## src/rtl/prbs_step_controller.sv

```systemverilog
// Run/step sequencer for the PRBS seven-segment path: conditions switch and key, issues advance pulses.
// Define PRBS_STEP_CTRL_DEBOUNCE_EN to build in the key debouncer; without it the synchronised key is used directly.
//
// state    | meaning
// ST_BLANK | after reset, displays off, waiting for first press or run
// ST_PAUSE | displays on, one step per key press
// ST_RUN   | displays on, free-running at STEP_DIV cycles per step
module prbs_step_controller #(
    parameter int CLK_HZ          = 50_000_000,
    parameter int STEP_HZ         = 2,
    parameter int DEBOUNCE_CYCLES = 1_000_000
) (
    input  logic        i_clk,
    input  logic        i_arst,
    input  logic        i_runSwitch,
    input  logic        i_stepKey_n,
    output logic        o_prbsStep,
    output logic        o_blank,
    output logic        o_running,
    output logic [15:0] o_stepCount
);

    localparam int STEP_DIV = CLK_HZ / STEP_HZ;
    localparam int RATE_W   = $clog2(STEP_DIV);

    localparam logic [1:0] ST_BLANK = 2'd0;
    localparam logic [1:0] ST_PAUSE = 2'd1;
    localparam logic [1:0] ST_RUN   = 2'd2;

    if (STEP_DIV < 2) begin : g_chk_step_div
        $error("prbs_step_controller: CLK_HZ/STEP_HZ must be at least 2");
    end
    if (DEBOUNCE_CYCLES < 1) begin : g_chk_debounce
        $error("prbs_step_controller: DEBOUNCE_CYCLES must be at least 1");
    end

    logic [1:0]        run_sync;
    logic [1:0]        key_sync;
    logic [1:0]        sync_vld;
    logic              run_s;
    logic              key_s;
    logic              key_lvl;
    logic              key_lvl_q;
    logic              key_armed;
    logic              press_evt;
    logic [RATE_W-1:0] rate_cnt;
    logic              rate_tc;
    logic [1:0]        state;
    logic [1:0]        state_nxt;
    logic              step_req;
    logic [15:0]       step_cnt;

    // Key is inverted ahead of the synchroniser so the cleared flops read as "released".
    always_ff @(posedge i_clk or negedge i_arst) begin
        if (!i_arst) begin
            run_sync <= '0;
            key_sync <= '0;
            sync_vld <= '0;
        end else begin
            run_sync <= {run_sync[0], i_runSwitch};
            key_sync <= {key_sync[0], ~i_stepKey_n};
            sync_vld <= {sync_vld[0], 1'b1};
        end
    end

    assign run_s = run_sync[1];
    assign key_s = key_sync[1];

`ifdef PRBS_STEP_CTRL_DEBOUNCE_EN
    localparam int DB_W = (DEBOUNCE_CYCLES > 1) ? $clog2(DEBOUNCE_CYCLES) : 1;

    logic [DB_W-1:0] db_cnt;

    always_ff @(posedge i_clk or negedge i_arst) begin
        if (!i_arst) begin
            db_cnt  <= '0;
            key_lvl <= 1'b0;
        end else if (key_s == key_lvl) begin
            db_cnt <= '0;
        end else if (db_cnt == DB_W'(DEBOUNCE_CYCLES - 1)) begin
            key_lvl <= key_s;
            db_cnt  <= '0;
        end else begin
            db_cnt <= db_cnt + DB_W'(1);
        end
    end
`else
    assign key_lvl = key_s;
`endif

    // A key already held when reset lifts must be seen released once before presses count.
    always_ff @(posedge i_clk or negedge i_arst) begin
        if (!i_arst) begin
            key_lvl_q <= 1'b0;
            key_armed <= 1'b0;
        end else begin
            key_lvl_q <= key_lvl;
            if (sync_vld[1] && !key_s) begin
                key_armed <= 1'b1;
            end
        end
    end

    assign press_evt = key_lvl && !key_lvl_q && key_armed;
    assign rate_tc   = (rate_cnt == RATE_W'(STEP_DIV - 1));

    always_comb begin
        state_nxt = state;
        step_req  = 1'b0;
        case (state)
            ST_BLANK: begin
                if (run_s) begin
                    state_nxt = ST_RUN;
                end else if (press_evt) begin
                    state_nxt = ST_PAUSE;
                    step_req  = 1'b1;
                end
            end
            ST_PAUSE: begin
                if (run_s) begin
                    state_nxt = ST_RUN;
                end else if (press_evt) begin
                    step_req = 1'b1;
                end
            end
            ST_RUN: begin
                if (!run_s) begin
                    state_nxt = ST_PAUSE;
                end else begin
                    step_req = rate_tc;
                end
            end
            default: state_nxt = ST_BLANK;
        endcase
    end

    always_ff @(posedge i_clk or negedge i_arst) begin
        if (!i_arst) begin
            state      <= ST_BLANK;
            o_prbsStep <= 1'b0;
            rate_cnt   <= '0;
        end else begin
            state      <= state_nxt;
            o_prbsStep <= step_req;
            if (state == ST_RUN && run_s) begin
                rate_cnt <= rate_tc ? '0 : rate_cnt + RATE_W'(1);
            end else begin
                rate_cnt <= '0;
            end
        end
    end

    always_ff @(posedge i_clk or negedge i_arst) begin
        if (!i_arst) begin
            step_cnt <= '0;
        end else if (o_prbsStep) begin
            step_cnt <= step_cnt + 16'd1;
        end
    end

    assign o_blank     = (state == ST_BLANK);
    assign o_running   = (state == ST_RUN);
    assign o_stepCount = step_cnt;

endmodule
```

## config.mk

```make
export PLATFORM = sky130hd
export DESIGN_NAME = prbs_step_controller
export DESIGN_NICKNAME = d
export VERILOG_FILES = /design/src/rtl/prbs_step_controller.sv
export SDC_FILE = /design/constraint.sdc
export NUM_CORES = 1
export LEC_CHECK = 0
export CAP_MARGIN = 30
export CORE_MARGIN = 5
export CORE_UTILIZATION = 54
export DETAILED_ROUTE_END_ITERATION = 7
export PLACE_DENSITY_LB_ADDON = 0.2
export REMOVE_ABC_BUFFERS = 1
export SLEW_MARGIN = 0
export SYNTH_ARGS = -nofsm -noshare
export SYNTH_HDL_FRONTEND = slang
export SYNTH_SLANG_ARGS = --single-unit
```

## constraint.sdc

```tcl
create_clock -name i_clk -period 2.6 [get_ports i_clk]
set_clock_uncertainty 0.15 [all_clocks]
set_input_delay 0.26 -clock i_clk [delete_from_list [all_inputs] [get_ports i_clk]]
set_output_delay 0.26 -clock i_clk [all_outputs]
set_load 0.005 [all_outputs]
```

==> results of run 1 <==
-- layout by cell type (no fill, tap or decap), drive strengths merged, types with 2 or more instances in the layout --
master / n
nand4: 7
a21oi: 11
o21ai: 7
o31ai: 4
or3: 8
dfrtp: 52
and4: 3
clkbuf: 6
xnor2: 18
nand2: 15
nand3: 10
ha: 2
nor4: 3
nor2: 23
inv: 14
clkdlybuf4s50: 21
or4: 7
nor3: 8
buf: 2
and3: 2
xor2: 9
-- power breakdown --
part,leakage [nW],switching (mW),internal (mW)
Combinational,0.319,0.0576,0.0841
Clock,0.0516,0.263,0.218
Sequential,0.696,0.0382,0.845
-- timing repair --
item                                   CTS  global route
hold buffers                             1             0
endpoints found under the hold margin   52             0
setup endpoints to repair                0             0
gates resized for setup                  0             0
-- sequential cells by signal, summed over array words and instances, names as in the netlist --
name / flops
run_sync: 2
state: 2
sync_vld: 2
o_prbsStep: 1
key_sync: 2
o_stepCount: 16
key_armed: 1
rate_cnt: 25
key_lvl_q: 1
-- worst max-delay path, stage by stage, from the launching register on --
cell     delay (ns)
dfrtp_1        0.40
ha_1           0.25
nand4_1        0.22
or4_4          0.54
or4_1          0.49
a21oi_1        0.15
-- metal layers --
layer,up-vias,global-route usage (%),part of all wire (%)
met4,0,4.08,0.53
li1,809,-,-
met5,-,0,0
met3,2,4.09,4.5
met1,749,19.3,47
met2,25,25.9,48
-- stage by stage --
| stage | util, % | cells | power, mW | setup slack (ns) |
|---|---|---|---|---|
| floorplan | - | 213 | 0.944 | 0.544 |
| global placement | 63.0 | 286 | 1.04 | 0.369 |
| detailed placement | 63.0 | 286 | 1.05 | 0.336 |
| CTS | 65.6 | 295 | 1.53 | 0.326 |
| global route | 65.6 | 295 | 1.59 | 0.173 |
| finish | 65.6 | 295 | 1.51 | 0.322 |
-- worst paths after layout --
kind,endpoint,startpoint,cells past startpoint
setup / recovery,rate_cnt[22],rate_cnt[0],5
hold / removal,sync_vld[1],sync_vld[0],0
setup reg to reg,rate_cnt[22],rate_cnt[0],5
hold reg to reg,sync_vld[1],sync_vld[0],0
max in group asynchronous,rate_cnt[4],i_arst,3
min in group asynchronous,o_stepCount[13],i_arst,3
-- cell families (layout without fill, tap and decap cells) --
logic type	Yosys count	count (layout)	share of synthesized area (%)
AND/OR/NAND/NOR	90	90	21.5
adder cells (fa/ha/maj)	2	2	1.08
buffers and inverters	17	45	3.50
XOR/XNOR	27	27	10.2
flip-flops	52	52	56.1
multiplexers	1	1	0.485
AO/OA/AOI/OAI	27	27	7.01
other	1	1	0.162
-- cell type report --
type | instances | share of cell area, %
Tap cell | 50 | 2.33
Timing Repair Buffer | 24 | 8.68
Inverter | 13 | 1.82
Sequential cell | 52 | 48.6
Clock buffer | 6 | 3.08
Multi-Input combinational cell | 148 | 35.0
Clock inverter | 2 | 0.514
==> impl_metrics.yaml, run 1 <==
grt:
  grt_pass1_wl_um: 6700
  antenna_found_initial: 0
  grt_overflow: 0
  globalRouteTotalUtil_pct: 15.2
  grt_max_degree: 53
  first_global_vias: 1518
synth:
  synthCells: 217
  synth_ff_type: "dfrtp_1"
  synth_edf_count: 0
  post-synth-top-count-cell: "dfrtp_1"
  yosysTopAreaCellShare_pct: 56.1
  synth_seq_cells: 52
  yosysSeqAreaShare_pct: 56.1
  syn_avg_cell_area_um2: 10.7
  ys_warn_count: 0
  synth_cell_types: 35
  async_reset_ff_share_pct: 100
  syn_area_um2: 2320
  synth_top_cell_by_area: "dfrtp_1"
  yosys-top-cells-area: "dfrtp_1, xnor2_1, nor2_1"
  yosys-top-cells-count: "dfrtp_1, nor2_1, xnor2_1"
sta:
  setup_viol: 0
  timing.hold.ws_ns: 0.206
  min_period_ns: 2.28
  drv_slew: 0
  fin_crit_sh_pct: 87.6
  max_slew_margin_pct: 57.2
  max_slew.worst_pin.slew_ns: 0.642
  fin_tns_setup_ns: 0
  final_hold_viol_count: 0
  rsz0062_at_grt: "no"
  fmax_mhz: 439
final_layout:
  nets: 250
  multi_input_area_um2: 938
  fillers: 345
  seqCellArea_um2: 1300
  syn_to_final_growth_pct: 15.5
  num_antenna_cells: 0
  final_area_um2: 2680
  drive_gt1_share_pct: 7.35
routing:
  first_pass_iters: 4
  avgRoutedWirePerCell_um: 13.4
  drt_iter0_drc: 70
  drc: 0
  via_per_inst: 5.37
  num_vias: 1585
  finalWirelength_um: 3950
  ant_nets: 0
critical_path:
  worstPathMaxFanout: 12
  cp.required_ns: 2.67
  worstSetupStartpointType: "register"
  crit_path_end_kind: "register"
  arrival_ns: 2.35
  critPathKind: "reg -> reg"
  r2r_slack_ns: 0.32
power:
  peakVddDrop_mv: 0.412
  power_density_nw_per_um2: 562
  p_leak_nw: 1.07
clock_network:
  numCtsBuffers: 5
  cts_tree: "yes"
  root_buffer: "clkbuf_8"
  clkTransAtPathRegs_ns: 0.09
  post_cts_buffers: 0
  cts-htree-levels: 2
  insertion_delay_ns: 0.30
  cts.sinks: 52
  clock_path_buffers: 2
floorplanning:
  io_pins: 23
  die_h_um: 75.6
  row_count: 23
  core_um2: 4090
  die_area_um2: 5710
  start_util_pct: 56.8
  die_w_um: 75.6
place:
  dpl_cell_area_um2: 2570
  io_buffers: 22
  place.gp.congestion: 0.804
  hpwl_um: 2710
job:
  maxCapViolations: 0
outcome:
  status: "finished, final reports clean"
hold_path:
  hold_path_class: "reg -> reg"
Power figures use the tool's default switching activity.
==> inputs of run 2 (changes only) <==
--- a/config.mk
+++ b/config.mk
@@ -6,6 +6,7 @@
 export NUM_CORES = 1
 export LEC_CHECK = 0
 export CAP_MARGIN = 30
+export CORE_ASPECT_RATIO = 1.1
 export CORE_MARGIN = 5
 export CORE_UTILIZATION = 54
 export DETAILED_ROUTE_END_ITERATION = 7
==> run 2 against run 1 <==
Against the previous run:
- global-route usage grew 0.39 points
- worst hold slack gained 0.00052 ns
- utilization shrank 1.8 points
- worst setup slack lost 0.020 ns
- critical path depth shrank 1
==> impl_metrics.yaml, run 2 (synthesis gave the netlist of run 1 again) <==
routing:
  ant_nets: 0
  drc: 0
  via_per_inst: 5.50
  drt_iter0_drc: 122
  num_vias: 1649
  avgRoutedWirePerCell_um: 13.3
  finalWirelength_um: 4000
  first_pass_iters: 4
sta:
  setup_viol: 0
  fin_crit_sh_pct: 88.4
  min_period_ns: 2.30
  timing.hold.ws_ns: 0.206
  fmax_mhz: 435
  drv_slew: 0
  fin_tns_setup_ns: 0
  max_slew_margin_pct: 65.2
  final_hold_viol_count: 0
  rsz0062_at_grt: "no"
  max_slew.worst_pin.slew_ns: 0.523
grt:
  grt_max_degree: 25
  antenna_found_initial: 0
  grt_pass1_wl_um: 7110
  globalRouteTotalUtil_pct: 15.6
  grt_overflow: 0
  first_global_vias: 1642
outcome:
  status: "finished, final reports clean"
clock_network:
  clock_path_buffers: 2
  clkTransAtPathRegs_ns: 0.09
  root_buffer: "clkbuf_8"
  cts.sinks: 52
  cts-htree-levels: 2
  cts_resized: 0
  post_cts_buffers: 0
  cts_tree: "yes"
  numCtsBuffers: 5
  insertion_delay_ns: 0.30
  hold_buffers: 1
floorplanning:
  core_um2: 4220
  die_h_um: 78.8
  row_count: 25
  io_pins: 23
  start_util_pct: 55.0
  die_area_um2: 5710
  die_w_um: 72.5
power:
  power_density_nw_per_um2: 555
  switching_share_pct: 23.2
  p_int_mw: 1.15
  comb_power_share_pct: 9.4
  p_leak_nw: 1.07
  peakVddDrop_mv: 0.357
  power_switching_uw: 346
  p_seq_share_pct: 59.1
  power_frac_clock_pct: 31.5
final_layout:
  drive_gt1_share_pct: 7.72
  fillers: 366
  final_cell_mix: "dfrtp_1, nor2_1, clkdlybuf4s50_1, xnor2_1, nand2_1"
  syn_to_final_growth_pct: 16.0
  num_antenna_cells: 0
  final_cells: 300
  regMostFlops: "rate_cnt"
  largest_reg_flops: 25
  nets: 251
  final_common_cell: "dfrtp_1"
  post-route-util_pct: 63.8
  final_area_um2: 2690
place:
  place_inst: 291
  dpl_cell_area_um2: 2590
  io_buffers: 22
  hpwl_um: 2860
  place.gp.congestion: 0.814
critical_path:
  worstPathMaxFanout: 24
  crit_path_end_kind: "register"
  critPathKind: "reg -> reg"
  worstSetupStartpointType: "register"
  cp.required_ns: 2.61
  arrival_ns: 2.31
  r2r_slack_ns: 0.30
job:
  maxCapViolations: 0
hold_path:
  hold_path_class: "reg -> reg"
[run 2: changes by cell type in the layout (fill, tap and decap cells not counted)]
| cell | previous run | this run |
|---|---|---|
| buf_4 | 1 | 2 |
[run 2: final cells by class]
type	instances	area (um^2)	area share (%)
multi-input cells	148	938	34.9
repair buffers	25	240	8.92
clock inverters	2	13.8	0.511
flip-flops and latches	52	1300	48.3
well taps	54	67.6	2.51
clock buffers	6	82.6	3.07
inverters	13	48.8	1.81
[run 2: worst max-delay path, cell delays in order (launching register included)]
cell	delay, ns
dfrtp_1	0.45
or4b_1	0.52
nor4_1	0.36
a31o_2	0.56
nor2_1	0.11
[run 2: through the flow]
stage | power [mW] | setup WS [ns]
5_1_grt | 1.57 | 0.217
3_3_place_gp | 1.04 | 0.408
6_report | 1.49 | 0.302
2_1_floorplan | 0.944 | 0.544
3_5_place_dp | 1.04 | 0.320
4_1_cts | 1.52 | 0.297
[run 2: path summary, 6_finish.rpt]
kind | to | startpoint | cells past startpoint
max | rate_cnt[7] | rate_cnt[9] | 4
min reg2reg | key_sync[1] | key_sync[0] | 0
min | key_sync[1] | key_sync[0] | 0
max reg2reg | rate_cnt[7] | rate_cnt[9] | 4
max in group asynchronous | sync_vld[0] | i_arst | 3
min in group asynchronous | rate_cnt[21] | i_arst | 2
[run 2: routing by layer]
layer | vias to the layer above | global-route usage, % | wire length, um
li1 | 807 | - | -
met1 | 805 | 19.2 | 1780
met2 | 29 | 26.2 | 1980
met3 | 8 | 4.18 | 163
met4 | 0 | 5.72 | 72
met5 | - | 0 | 0
[run 2: power by group through the flow]
| stage | clock network (mW) | logic [mW] | registers [mW] |
|---|---|---|---|
| final | 0.471 | 0.141 | 0.883 |
| after global routing | 0.523 | 0.157 | 0.890 |
| after CTS | 0.488 | 0.145 | 0.884 |
| after detailed placement | 0 | 0.143 | 0.900 |
| after global placement | 0 | 0.143 | 0.898 |
| after floorplan | 0 | 0.0471 | 0.897 |
==> edit, RTL diff (settings of run 2) <==
Add an input register stage for `i_runSwitch` and `i_stepKey_n`; this delays them by one clock.
--- a/src/rtl/prbs_step_controller.sv
+++ b/src/rtl/prbs_step_controller.sv
@@ -28,2 +28,10 @@
     localparam logic [1:0] ST_RUN   = 2'd2;
+
+    logic i_runSwitch_q;
+    logic i_stepKey_n_q;
+
+    always_ff @(posedge i_clk) begin
+        i_runSwitch_q <= i_runSwitch;
+        i_stepKey_n_q <= i_stepKey_n;
+    end
 
@@ -59,4 +67,4 @@
         end else begin
-            run_sync <= {run_sync[0], i_runSwitch};
-            key_sync <= {key_sync[0], ~i_stepKey_n};
+            run_sync <= {run_sync[0], i_runSwitch_q};
+            key_sync <= {key_sync[0], ~i_stepKey_n_q};
             sync_vld <= {sync_vld[0], 1'b1};
Behaviour: not the same (Yosys sat finds a counterexample within 4 cycles, from zero or initial values and one cycle with i_arst low).
==> edit against run 2 <==
Sequential power up 4.9%; clock power is 3% higher; design area up 5.7%; synthesized area increased by 5.4%; utilization grew 1.7 points; wire length grew 13%; sequential cell count is 2 higher; worst setup slack got worse by 69 ps; sequential share of layout area is 1.2 points lower; die area rose by 4.7%; final cell count rose by 5.7%; count of clock-buffer cells in the layout stayed put; total power increased by 5.1%; critical path type unchanged; largest power group unchanged.
==> edit: results (changes against run 2) <==
Ranking of synthesized cells by area - dfrtp_1 (53%), xnor2_1 (6.4%), nand4_1 (3.6%) (was dfrtp_1 (56%), xnor2_1 (6.8%), nor2_1 (3.7%))
First-iteration detailed-routing DRC count - 116 (was 122)
Seq/Total Area, Yosys - 0.548 (was 0.561)
Mux cell area share after synthesis - 0.00460 (was 0.00485)
Nets@finish - 268 (was 251)
Via Count - 1828 (was 1649)
First-pass GRT wire length - 8150 µm (was 7110 µm)
Cell variety after synth - 41 (was 35)
Biggest register - rate_cnt (unchanged)
Adder-cell share of the synthesized area - 0.0102 (was 0.0108)
Relative slew slack - 0.506 (was 0.652)
# H-tree levels - 2 (unchanged)
Post-place setup slack - 271 ps (was 320 ps)
VDD IR-drop max - 433 µV (was 357 µV)
Worst hold slack - 193 ps (was 206 ps)
Crit Path Max Fanout - 6 (was 24)
Cells after synthesis - 233 (was 217)
Compound-gate portion of the synthesized area - 0.0741 (was 0.0701)
Combinational Power Share - 0.101 (was 0.094)
CP max stage cell - or4b_1 (was a31o_2)
Gr usage total - 0.178 (was 0.156)
Post-Synth XOR/XNOR Area - 0.0966 (was 0.102)
Lkg Pwr - 1.13 nW (was 1.07 nW)
Data arrival, critical path - 2470 ps (was 2310 ps)
DP Cell Count - 308 (was 291)
Finished Layout Cells - 317 (was 300)
Max Fclk - 422 MHz (was 435 MHz)
Max reg flops - 25 (unchanged)
R2r setup slk - 230 ps (was 300 ps)
Placed cell areas - 2740 µm² (was 2590 µm²)
Pint - 0.00119 W (was 0.00115 W)
Post-synth top cells - dfrtp_1 (52), nor2_1 (21), xnor2_1 (18) (was dfrtp_1 (52), nor2_1 (23), xnor2_1 (18))
Maximum number of pins on one net before global-route repair - 25 (unchanged)
Clk slew on worst S/H paths - 90 ps (about the same)
Seq pwr - 0.000926 W (was 0.000883 W)
Outcome - finished, final reports clean (unchanged)
Layout cells sized above 1 - 0.0798 (was 0.0772)
Wirelength per Cell - 14.3 µm (was 13.3 µm)
Async S/R FF share, synth - 0.963 (was 1.00)
RePlAce Congestion - 0.824 (was 0.814)
CP max stage delay - 570 ps
Sw Share - 0.244 (was 0.232)
Final HPWL DP - 3350 µm (was 2860 µm)
## edit: cell count changes in the layout (fill, tap and decap cells not counted), sizes merged, moves of 3 or more
cell / change
buf: +4
inv: -5
nand3: +4
nand4: +7
o21ai: -5
or3: -5
or4: +3
## edit: metal layers
layer / wire (µm) / global-route usage
met1: 2010 / 0.223
met2: 2230 / 0.297
met3: 221 / 0.0375
met4: 63 / 0.0688
met5: 0 / 0
## edit: path summary, 6_finish.rpt
path	startpoint	to	cells past startpoint
setup reg to reg	rate_cnt[6]	o_prbsStep	4
max in group asynchronous	i_arst	rate_cnt[8]	3
min in group asynchronous	i_arst	o_stepCount[8]	2
hold / removal	i_runSwitch_q	run_sync[0]	0
hold reg to reg	i_runSwitch_q	run_sync[0]	0
setup / recovery	rate_cnt[6]	o_prbsStep	4
## edit: final cells by class
cell class	instances	area [µm²]
fill	362	1500
sequential	54	1340
multi-input combinational	163	1030
timing repair buffer	29	270
clock buffer	6	82.6
tap	54	67.6
inverter	9	33.8
clock inverter	2	17.5
